### src/rtl/rs_age_queue_pkg.sv
// rtl/rs_age_queue_pkg.sv - shared sizing constants for the age-ordered reservation station
package rs_age_queue_pkg;

    localparam int RS_SIZE      = 8;
    localparam int ROB_SIZE_BIT = 4;
    localparam int RS_TYPE_BIT  = 5;
    localparam int RS_DATA_W    = 32;
    localparam int RS_NUM_WB    = 2;

    // Occupancy must represent DEPTH itself, hence one bit wider than the index.
    function automatic int cnt_width(input int depth);
        return $clog2(depth) + 1;
    endfunction

endpackage

### src/rtl/rs_age_queue_if.sv
// rtl/rs_age_queue_if.sv - issue, dispatch and write-back signal bundle of the reservation station
interface rs_age_queue_if
    import rs_age_queue_pkg::*;
#(
    parameter int DEPTH  = RS_SIZE,
    parameter int NUM_WB = RS_NUM_WB,
    parameter int DATA_W = RS_DATA_W,
    parameter int TAG_W  = ROB_SIZE_BIT,
    parameter int OP_W   = RS_TYPE_BIT
) ();
    localparam int CNT_W = cnt_width(DEPTH);

    logic                     in_valid;
    logic                     in_ready;
    logic [OP_W-1:0]          in_op;
    logic [TAG_W-1:0]         in_tag;
    logic [DATA_W-1:0]        in_val1;
    logic [DATA_W-1:0]        in_val2;
    logic [TAG_W-1:0]         in_dep1;
    logic [TAG_W-1:0]         in_dep2;
    logic                     in_has_dep1;
    logic                     in_has_dep2;
    logic                     full;
    logic [CNT_W-1:0]         count;
    logic                     iss_valid;
    logic                     iss_ready;
    logic [OP_W-1:0]          iss_op;
    logic [TAG_W-1:0]         iss_tag;
    logic [DATA_W-1:0]        iss_val1;
    logic [DATA_W-1:0]        iss_val2;
    logic [NUM_WB-1:0]        wb_valid;
    logic [NUM_WB*TAG_W-1:0]  wb_tag;
    logic [NUM_WB*DATA_W-1:0] wb_value;

    modport slave (
        input  in_valid, in_op, in_tag, in_val1, in_val2, in_dep1, in_dep2,
               in_has_dep1, in_has_dep2, iss_ready, wb_valid, wb_tag, wb_value,
        output in_ready, full, count, iss_valid, iss_op, iss_tag, iss_val1, iss_val2
    );

    modport master (
        output in_valid, in_op, in_tag, in_val1, in_val2, in_dep1, in_dep2,
               in_has_dep1, in_has_dep2, iss_ready, wb_valid, wb_tag, wb_value,
        input  in_ready, full, count, iss_valid, iss_op, iss_tag, iss_val1, iss_val2
    );

endinterface

### src/rtl/rs_age_select.sv
// rtl/rs_age_select.sv - age matrix with oldest-ready pick and index encode
module rs_age_select
    import rs_age_queue_pkg::*;
#(
    parameter int DEPTH = RS_SIZE,
    parameter int IDX_W = $clog2(DEPTH)
) (
    input  logic             clk_in,
    input  logic             rst_in,
    input  logic             en,
    input  logic             clear,
    input  logic [DEPTH-1:0] ready,
    input  logic [DEPTH-1:0] busy,
    input  logic [DEPTH-1:0] ins_onehot,
    output logic [IDX_W-1:0] sel_idx,
    output logic             any_ready
);

    // older[i][j] set means entry i was inserted before entry j.
    logic [DEPTH-1:0] older [DEPTH];
    logic [DEPTH-1:0] sel_onehot;

    always_ff @(posedge clk_in) begin
        if (!rst_in || clear) begin
            for (int i = 0; i < DEPTH; i++) older[i] <= '0;
        end else if (en) begin
            for (int k = 0; k < DEPTH; k++) begin
                if (ins_onehot[k]) begin
                    older[k] <= '0;
                    for (int i = 0; i < DEPTH; i++) older[i][k] <= busy[i];
                end
            end
        end
    end

    always_comb begin
        sel_onehot = '0;
        sel_idx    = '0;
        for (int i = 0; i < DEPTH; i++) begin
            logic blocked;
            blocked = 1'b0;
            for (int j = 0; j < DEPTH; j++) begin
                if (j != i && ready[j] && older[j][i]) blocked = 1'b1;
            end
            sel_onehot[i] = ready[i] && !blocked;
        end
        // Ages form a total order over busy entries, so the pick is one-hot.
        for (int i = 0; i < DEPTH; i++) begin
            if (sel_onehot[i]) sel_idx = sel_idx | IDX_W'(i);
        end
        any_ready = |ready;
    end

endmodule

### src/rtl/rs_age_queue.sv
// rtl/rs_age_queue.sv - reservation station with wakeup snooping and oldest-ready dispatch
module rs_age_queue
    import rs_age_queue_pkg::*;
#(
    parameter int DEPTH  = RS_SIZE,
    parameter int NUM_WB = RS_NUM_WB,
    parameter int DATA_W = RS_DATA_W,
    parameter int TAG_W  = ROB_SIZE_BIT,
    parameter int OP_W   = RS_TYPE_BIT
) (
    input  logic          clk_in,
    input  logic          rst_in,
    input  logic          rdy_in,
    input  logic          flush,
    rs_age_queue_if.slave bus
);

    localparam int IDX_W = $clog2(DEPTH);
    localparam int CNT_W = cnt_width(DEPTH);

    logic [DEPTH-1:0]  busy, hd1, hd2, ready;
    logic [OP_W-1:0]   op_q  [DEPTH];
    logic [TAG_W-1:0]  tag_q [DEPTH];
    logic [DATA_W-1:0] v1_q  [DEPTH];
    logic [DATA_W-1:0] v2_q  [DEPTH];
    logic [TAG_W-1:0]  d1_q  [DEPTH];
    logic [TAG_W-1:0]  d2_q  [DEPTH];
    logic [CNT_W-1:0]  count_q, count_next;
    logic              full_q;

    logic [DEPTH-1:0]  hit1, hit2;
    logic [DATA_W-1:0] wv1 [DEPTH];
    logic [DATA_W-1:0] wv2 [DEPTH];
    logic              in_hit1, in_hit2;
    logic [DATA_W-1:0] in_wv1, in_wv2;

    logic [IDX_W-1:0]  ins_idx, sel_idx;
    logic [DEPTH-1:0]  ins_onehot;
    logic              any_ready, iss_valid, in_fire, iss_fire;

    // Lowest write-back channel wins when several carry the same tag.
    function automatic logic [DATA_W:0] snoop(
        input logic [TAG_W-1:0]         dep,
        input logic [NUM_WB-1:0]        v,
        input logic [NUM_WB*TAG_W-1:0]  t,
        input logic [NUM_WB*DATA_W-1:0] d
    );
        logic [DATA_W:0] r;
        r = '0;
        for (int c = NUM_WB - 1; c >= 0; c--) begin
            if (v[c] && t[c*TAG_W +: TAG_W] == dep) r = {1'b1, d[c*DATA_W +: DATA_W]};
        end
        return r;
    endfunction

    always_comb begin
        for (int i = 0; i < DEPTH; i++) begin
            {hit1[i], wv1[i]} = snoop(d1_q[i], bus.wb_valid, bus.wb_tag, bus.wb_value);
            {hit2[i], wv2[i]} = snoop(d2_q[i], bus.wb_valid, bus.wb_tag, bus.wb_value);
        end
        {in_hit1, in_wv1} = snoop(bus.in_dep1, bus.wb_valid, bus.wb_tag, bus.wb_value);
        {in_hit2, in_wv2} = snoop(bus.in_dep2, bus.wb_valid, bus.wb_tag, bus.wb_value);
    end

    always_comb begin
        logic found;
        found   = 1'b0;
        ins_idx = '0;
        for (int i = 0; i < DEPTH; i++) begin
            if (!busy[i] && !found) begin
                found   = 1'b1;
                ins_idx = IDX_W'(i);
            end
        end
    end

    assign ready      = busy & ~hd1 & ~hd2;
    assign in_fire    = bus.in_valid && !full_q && rdy_in;
    assign iss_valid  = rst_in && rdy_in && any_ready;
    assign iss_fire   = iss_valid && bus.iss_ready;
    assign ins_onehot = in_fire ? ({{(DEPTH-1){1'b0}}, 1'b1} << ins_idx) : '0;
    assign count_next = count_q + CNT_W'(in_fire) - CNT_W'(iss_fire);

    rs_age_select #(.DEPTH(DEPTH), .IDX_W(IDX_W)) u_age (
        .clk_in     (clk_in),
        .rst_in     (rst_in),
        .en         (rdy_in),
        .clear      (flush),
        .ready      (ready),
        .busy       (busy),
        .ins_onehot (ins_onehot),
        .sel_idx    (sel_idx),
        .any_ready  (any_ready)
    );

    always_ff @(posedge clk_in) begin
        if (!rst_in || flush) begin
            busy    <= '0;
            hd1     <= '0;
            hd2     <= '0;
            count_q <= '0;
            full_q  <= 1'b0;
        end else if (rdy_in) begin
            for (int i = 0; i < DEPTH; i++) begin
                if (busy[i] && hd1[i] && hit1[i]) begin
                    v1_q[i] <= wv1[i];
                    hd1[i]  <= 1'b0;
                end
                if (busy[i] && hd2[i] && hit2[i]) begin
                    v2_q[i] <= wv2[i];
                    hd2[i]  <= 1'b0;
                end
            end
            if (iss_fire) busy[sel_idx] <= 1'b0;
            // The insert slot is free, so it never collides with wakeup or issue above.
            if (in_fire) begin
                busy[ins_idx]  <= 1'b1;
                op_q[ins_idx]  <= bus.in_op;
                tag_q[ins_idx] <= bus.in_tag;
                d1_q[ins_idx]  <= bus.in_dep1;
                d2_q[ins_idx]  <= bus.in_dep2;
                v1_q[ins_idx]  <= bus.in_has_dep1 ? in_wv1 : bus.in_val1;
                v2_q[ins_idx]  <= bus.in_has_dep2 ? in_wv2 : bus.in_val2;
                hd1[ins_idx]   <= bus.in_has_dep1 && !in_hit1;
                hd2[ins_idx]   <= bus.in_has_dep2 && !in_hit2;
            end
            count_q <= count_next;
            full_q  <= (count_next == CNT_W'(DEPTH));
        end
    end

    assign bus.in_ready  = !rst_in || !full_q;
    assign bus.full      = full_q;
    assign bus.count     = count_q;
    assign bus.iss_valid = iss_valid;
    assign bus.iss_op    = iss_valid ? op_q[sel_idx]  : '0;
    assign bus.iss_tag   = iss_valid ? tag_q[sel_idx] : '0;
    assign bus.iss_val1  = iss_valid ? v1_q[sel_idx]  : '0;
    assign bus.iss_val2  = iss_valid ? v2_q[sel_idx]  : '0;

endmodule

### src/flat_wrapper.sv
// flat-port wrapper written by rule: the top's interface ports become plain ports
module rs_age_queue_flat import rs_age_queue_pkg::*;
#(
    parameter int DEPTH  = RS_SIZE,
    parameter int NUM_WB = RS_NUM_WB,
    parameter int DATA_W = RS_DATA_W,
    parameter int TAG_W  = ROB_SIZE_BIT,
    parameter int OP_W   = RS_TYPE_BIT
)
  (clk_in, rst_in, rdy_in, flush, bus_in_valid, bus_in_op, bus_in_tag, bus_in_val1, bus_in_val2, bus_in_dep1, bus_in_dep2, bus_in_has_dep1, bus_in_has_dep2, bus_iss_ready, bus_wb_valid, bus_wb_tag, bus_wb_value, bus_in_ready, bus_full, bus_count, bus_iss_valid, bus_iss_op, bus_iss_tag, bus_iss_val1, bus_iss_val2);
  rs_age_queue_if #(.DEPTH(DEPTH), .NUM_WB(NUM_WB), .DATA_W(DATA_W), .TAG_W(TAG_W), .OP_W(OP_W)) bus_i ();
  input  logic clk_in;
  input  logic rst_in;
  input  logic rdy_in;
  input  logic flush;
  input wire logic [$bits(bus_i.in_valid)-1:0] bus_in_valid;
  input wire logic [$bits(bus_i.in_op)-1:0] bus_in_op;
  input wire logic [$bits(bus_i.in_tag)-1:0] bus_in_tag;
  input wire logic [$bits(bus_i.in_val1)-1:0] bus_in_val1;
  input wire logic [$bits(bus_i.in_val2)-1:0] bus_in_val2;
  input wire logic [$bits(bus_i.in_dep1)-1:0] bus_in_dep1;
  input wire logic [$bits(bus_i.in_dep2)-1:0] bus_in_dep2;
  input wire logic [$bits(bus_i.in_has_dep1)-1:0] bus_in_has_dep1;
  input wire logic [$bits(bus_i.in_has_dep2)-1:0] bus_in_has_dep2;
  input wire logic [$bits(bus_i.iss_ready)-1:0] bus_iss_ready;
  input wire logic [$bits(bus_i.wb_valid)-1:0] bus_wb_valid;
  input wire logic [$bits(bus_i.wb_tag)-1:0] bus_wb_tag;
  input wire logic [$bits(bus_i.wb_value)-1:0] bus_wb_value;
  output wire logic [$bits(bus_i.in_ready)-1:0] bus_in_ready;
  output wire logic [$bits(bus_i.full)-1:0] bus_full;
  output wire logic [$bits(bus_i.count)-1:0] bus_count;
  output wire logic [$bits(bus_i.iss_valid)-1:0] bus_iss_valid;
  output wire logic [$bits(bus_i.iss_op)-1:0] bus_iss_op;
  output wire logic [$bits(bus_i.iss_tag)-1:0] bus_iss_tag;
  output wire logic [$bits(bus_i.iss_val1)-1:0] bus_iss_val1;
  output wire logic [$bits(bus_i.iss_val2)-1:0] bus_iss_val2;
  assign bus_i.in_valid = bus_in_valid;
  assign bus_i.in_op = bus_in_op;
  assign bus_i.in_tag = bus_in_tag;
  assign bus_i.in_val1 = bus_in_val1;
  assign bus_i.in_val2 = bus_in_val2;
  assign bus_i.in_dep1 = bus_in_dep1;
  assign bus_i.in_dep2 = bus_in_dep2;
  assign bus_i.in_has_dep1 = bus_in_has_dep1;
  assign bus_i.in_has_dep2 = bus_in_has_dep2;
  assign bus_i.iss_ready = bus_iss_ready;
  assign bus_i.wb_valid = bus_wb_valid;
  assign bus_i.wb_tag = bus_wb_tag;
  assign bus_i.wb_value = bus_wb_value;
  assign bus_in_ready = bus_i.in_ready;
  assign bus_full = bus_i.full;
  assign bus_count = bus_i.count;
  assign bus_iss_valid = bus_i.iss_valid;
  assign bus_iss_op = bus_i.iss_op;
  assign bus_iss_tag = bus_i.iss_tag;
  assign bus_iss_val1 = bus_i.iss_val1;
  assign bus_iss_val2 = bus_i.iss_val2;
  rs_age_queue #(.DEPTH(DEPTH), .NUM_WB(NUM_WB), .DATA_W(DATA_W), .TAG_W(TAG_W), .OP_W(OP_W)) u_core (.clk_in(clk_in), .rst_in(rst_in), .rdy_in(rdy_in), .flush(flush), .bus(bus_i));
endmodule
### config.mk
export PLATFORM = sky130hd
export DESIGN_NAME = rs_age_queue_flat
export DESIGN_NICKNAME = d
export VERILOG_FILES = /design/src/rtl/rs_age_queue_pkg.sv /design/src/rtl/rs_age_queue_if.sv /design/src/rtl/rs_age_select.sv /design/src/rtl/rs_age_queue.sv /design/src/flat_wrapper.sv
export SDC_FILE = /design/constraint.sdc
export NUM_CORES = 2
export LEC_CHECK = 0
export BUFFER_PORTS_ARGS = -buffer_cell sky130_fd_sc_hd__buf_4
export CORE_MARGIN = 2
export CORE_UTILIZATION = 35
export DETAILED_ROUTE_END_ITERATION = 8
export GPL_ROUTABILITY_DRIVEN = 1
export PLACE_DENSITY_LB_ADDON = 0.1
export SLEW_MARGIN = 10
export SYNTH_ARGS = -nofsm -noshare
export SYNTH_HDL_FRONTEND = slang
export SYNTH_HIERARCHICAL = 1
export SYNTH_SLANG_ARGS = --single-unit
### constraint.sdc
create_clock -name clk_in -period 6.1 [get_ports clk_in]
set_input_delay 1.22 -clock clk_in [delete_from_list [all_inputs] [get_ports clk_in]]
set_output_delay 1.22 -clock clk_in [all_outputs]
set_load 0.03 [all_outputs]
==> results.py <==
metrics = {
    "status": {
        "status": "completed",
    },
    "critical_path": {
        "worstRegToRegCells": 10,
        "worst-path-max-fanout": 43,
        "rrSetupSlack_ps": 1760,
        "critPathKind": "register to primary output",
        "critPathArrivalTime_ps": 4530,
        "r2r-end": "u_core/v1_q[1][20]",
        "reg2reg_from": "u_core/busy[0]",
        "critPathLaunch": "u_core/busy[4]",
        "crit_path_start_kind": "register",
        "end_kind": "primary output",
        "worst-endpoint-required_ps": 4880,
    },
    "global_route": {
        "grt_start_max_net_pins": 82,
        "first_global_vias": 34350,
        "antenna_found_initial": 10,
        "grt_remaining_overflow": 0,
        "grt_pass1_wl_mm": 266.7,
        "grt_use_total": 0.3174,
    },
    "detailed_routing": {
        "vias": 34990,
        "drt-vias-per-instance": 6.903,
        "drt_iter0_markers": 4797,
        "totalWireLength_mm": 193.6,
        "remaining_drc_errors": 0,
        "drt_first_pass_iters": 8,
        "antenna_left": 0,
        "avgRoutedWirePerCell_um": 38.19,
    },
    "cells_and_area": {
        "post_route_cells_drive_above_1_share": 0.1749,
        "area_delta_synth_final_pct": 14.93,
        "final_cell_mix": "edfxtp_1 (680), buf_4 (366), mux2i_1 (322)",
        "register_area_um2": 21340,
        "multi_input_area_um2": 17310,
        "final_common_cell": "edfxtp_1",
        "num-nets-final": 3652,
        "final_core_utilization": 0.4061,
        "fillers": 10750,
    },
    "clock_network": {
        "ctsHtreeMaxLevel": 3,
        "tritoncts_clock_tree": "yes",
        "cts_made_buffers": 87,
        "clock_sinks": 726,
        "clockBufferDepth": 3,
        "clk_pin_slew_ps": 60,
        "ctsRootBufferMaster": "clkbuf_16",
        "worst_skew_pair.late_latency_ps": 690,
        "cts-hold-fix-buffers": 0,
    },
    "synthesis": {
        "yosysSeqAreaShare": 0.5282,
        "synthArstFlopShare": 0,
        "synth_area_um2": 40400,
        "ys.warnings.count": 6,
        "post_synth_inst_count": 3453,
        "synth.net_count": 3621,
        "postSynthRegisterBits": 726,
        "synth.avg_cell_area_um2": 11.70,
        "dominantRegCellSynth": "edfxtp_1",
        "synth-edff-count": 680,
        "netlist_cell_types": 76,
    },
    "die": {
        "initial_utilization": 0.3533,
        "core_region_area_um2": 114300,
        "io-pin-count": 243,
        "die_area_um2": 118200,
        "rows": 124,
        "chipHeight_um": 343.7,
        "fp.dieW_um": 343.7,
    },
    "timing": {
        "final.period_utilization": 0.9430,
        "setup_tns_ps": 0,
        "hold_viol": 0,
        "finalClockSkew_ps": 32.78,
        "finalSetupViolCount": 0,
        "drv_slew": 0,
        "rsz_0062_raised_after_global_routing": "false",
        "post_route_worst_setup_slack_ps": 347.5,
        "headroom_to_the_max_slew_limit": 0.1430,
        "tightest_slew_ps": 1286,
        "fmaxAchievable_mhz": 173.8,
        "final_period_minus_worst_setup_slack_ps": 5752,
    },
    "job": {
        "max_cap_violations": 0,
    },
    "pwr": {
        "power_per_cell_area_nw_per_um2": 244.9,
        "share_seq_of_total_power": 0.478,
        "p_leak_nw": 14.50,
        "power.net_switching_w": 0.002843,
        "cell_internal_pwr_w": 0.008530,
        "netSwitchingFraction": 0.2500,
        "comb_power_share": 0.083,
        "power_frac_clock": 0.438,
        "worst_ir_drop_vdd_v": 0.0002008,
    },
    "min_path": {
        "hold_ep": "u_core/u_age/older[0][43]",
        "hold_path_class": "register to register",
        "worstHoldStart": "u_core/u_age/older[0][43]",
        "holdPathStages": 2,
    },
    "place": {
        "io_port_bufs": 242,
        "place_ws_ps": 819.6,
        "post-dp-hpwl_mm": 105.1,
        "routability_congestion_estimate_from_global_placement": 0.9420,
    },
}
## critical path, cell delays in order (launching register included)
cell and delay, ps:
dfxtp_1 290, buf_4 180, nor3b_1 160, buf_4 170, a22o_1 220, a221oi_2 220, nand4_1 180, nand4_1 180
buf_12 150, and3_4 850, a22o_1 280, a221oi_1 50, a31oi_1 610, buf_4 280
## registers in the layout, summed over array words and instances, names as in the netlist
| name | flops |
|---|---|
| u_core/op_q | 40 |
| u_core/busy | 8 |
| u_core/u_age/older | 49 |
| u_core/bus.count | 4 |
| u_core/v1_q | 256 |
| u_core/hd2 | 8 |
| u_core/v2_q | 256 |
| u_core/d2_q | 32 |
| u_core/bus.full | 1 |
| u_core/d1_q | 32 |
| u_core/hd1 | 8 |
| u_core/tag_q | 32 |
## area by class of cell
cell class / instances / share of cell area
multi-input cells: 2247 / 0.3729
repair buffers: 384 / 0.06661
flip-flops and latches: 726 / 0.4596
inverters: 38 / 0.003207
well taps: 1512 / 0.04074
clock inverters: 45 / 0.007545
clock buffers: 111 / 0.04904
diodes: 6 / 0.0003234
## Yosys cell counts, types with 20 or more instances
master	number	area share
edfxtp_1	680	0.51
mux2i_1	322	0.080
o22ai_1	295	0.046
clkbuf_1	273	0.025
nand2_1	229	0.021
a21oi_1	197	0.024
a22oi_1	196	0.036
a221oi_1	140	0.030
buf_2	106	0.013
o311a_1	96	0.024
xor2_1	85	0.018
a22o_1	80	0.017
a31oi_1	78	0.012
xnor2_1	60	0.013
nor3_1	50	0.0062
dfxtp_1	46	0.023
o21ai_0	39	0.0048
buf_1	38	0.0035
nor2_1	35	0.0033
a211oi_1	33	0.0061
a222oi_1	32	0.0079
inv_1	32	0.0030
and2_1	31	0.0048
a221oi_4	30	0.020
nand3_1	26	0.0032
and2b_1	23	0.0043
nor2b_1	21	0.0033
nand4_1	20	0.0031
## cell families after synthesis
logic type               Yosys count  share of synthesized area
AO/OA/AOI/OAI                   1271                     0.2418
XOR/XNOR                         148                    0.03264
adder cells (fa/ha/maj)            5                   0.001734
buffers and inverters            481                    0.05194
flip-flops                       726                     0.5282
multiplexers                     322                    0.07978
AND/OR/NAND/NOR                  500                    0.06383
## routing by layer
metal  part of all wire  track usage  routed length (um)  vias up
met5           0.000036            0                   7        -
met2               0.46       0.5117               89390     2654
met4              0.054       0.1589               10370        2
met1               0.38       0.4020               73190    17710
met3               0.11      0.06908               20620      601
li1                   -            -                   -    14020
## metrics by stage
stage,hold slack [ps],cell area (um2),power [W],std cells
after global routing,482.4,46430,0.01167,5068
final,468.4,46430,0.01137,5069
after global placement,457.8,43680,0.006448,4895
after floorplan,434.4,40400,0.006086,3453
after detailed placement,455.7,43680,0.006467,4895
after CTS,464.8,46310,0.01140,5051
## worst max path at each step
stage	end	cells past startpoint
final	bus_iss_val2[31]	13
after global routing	bus_iss_val2[31]	12
after CTS	bus_iss_val2[17]	13
after detailed placement	bus_iss_val2[17]	13
after global placement	bus_iss_val2[17]	13
after floorplan	u_core/v1_q[4][0]	8
## power by group through the flow
stage	registers, W	logic, W	clock network (W)
finish	0.00544	0.000948	0.00499
global route	0.00544	0.000988	0.00524
CTS	0.00544	0.000925	0.00504
detailed placement	0.00554	0.000923	0
global placement	0.00554	0.000904	0
floorplan	0.00554	0.000545	0
## timing repair
| action | in CTS | in global routing |
|---|---|---|
| hold endpoints to repair | 0 | 0 |
| setup endpoints to repair | 0 | 11 |
| setup buffers | 0 | 10 |
| resized for setup | 0 | 2 |
(Power assumes the default switching activity.)
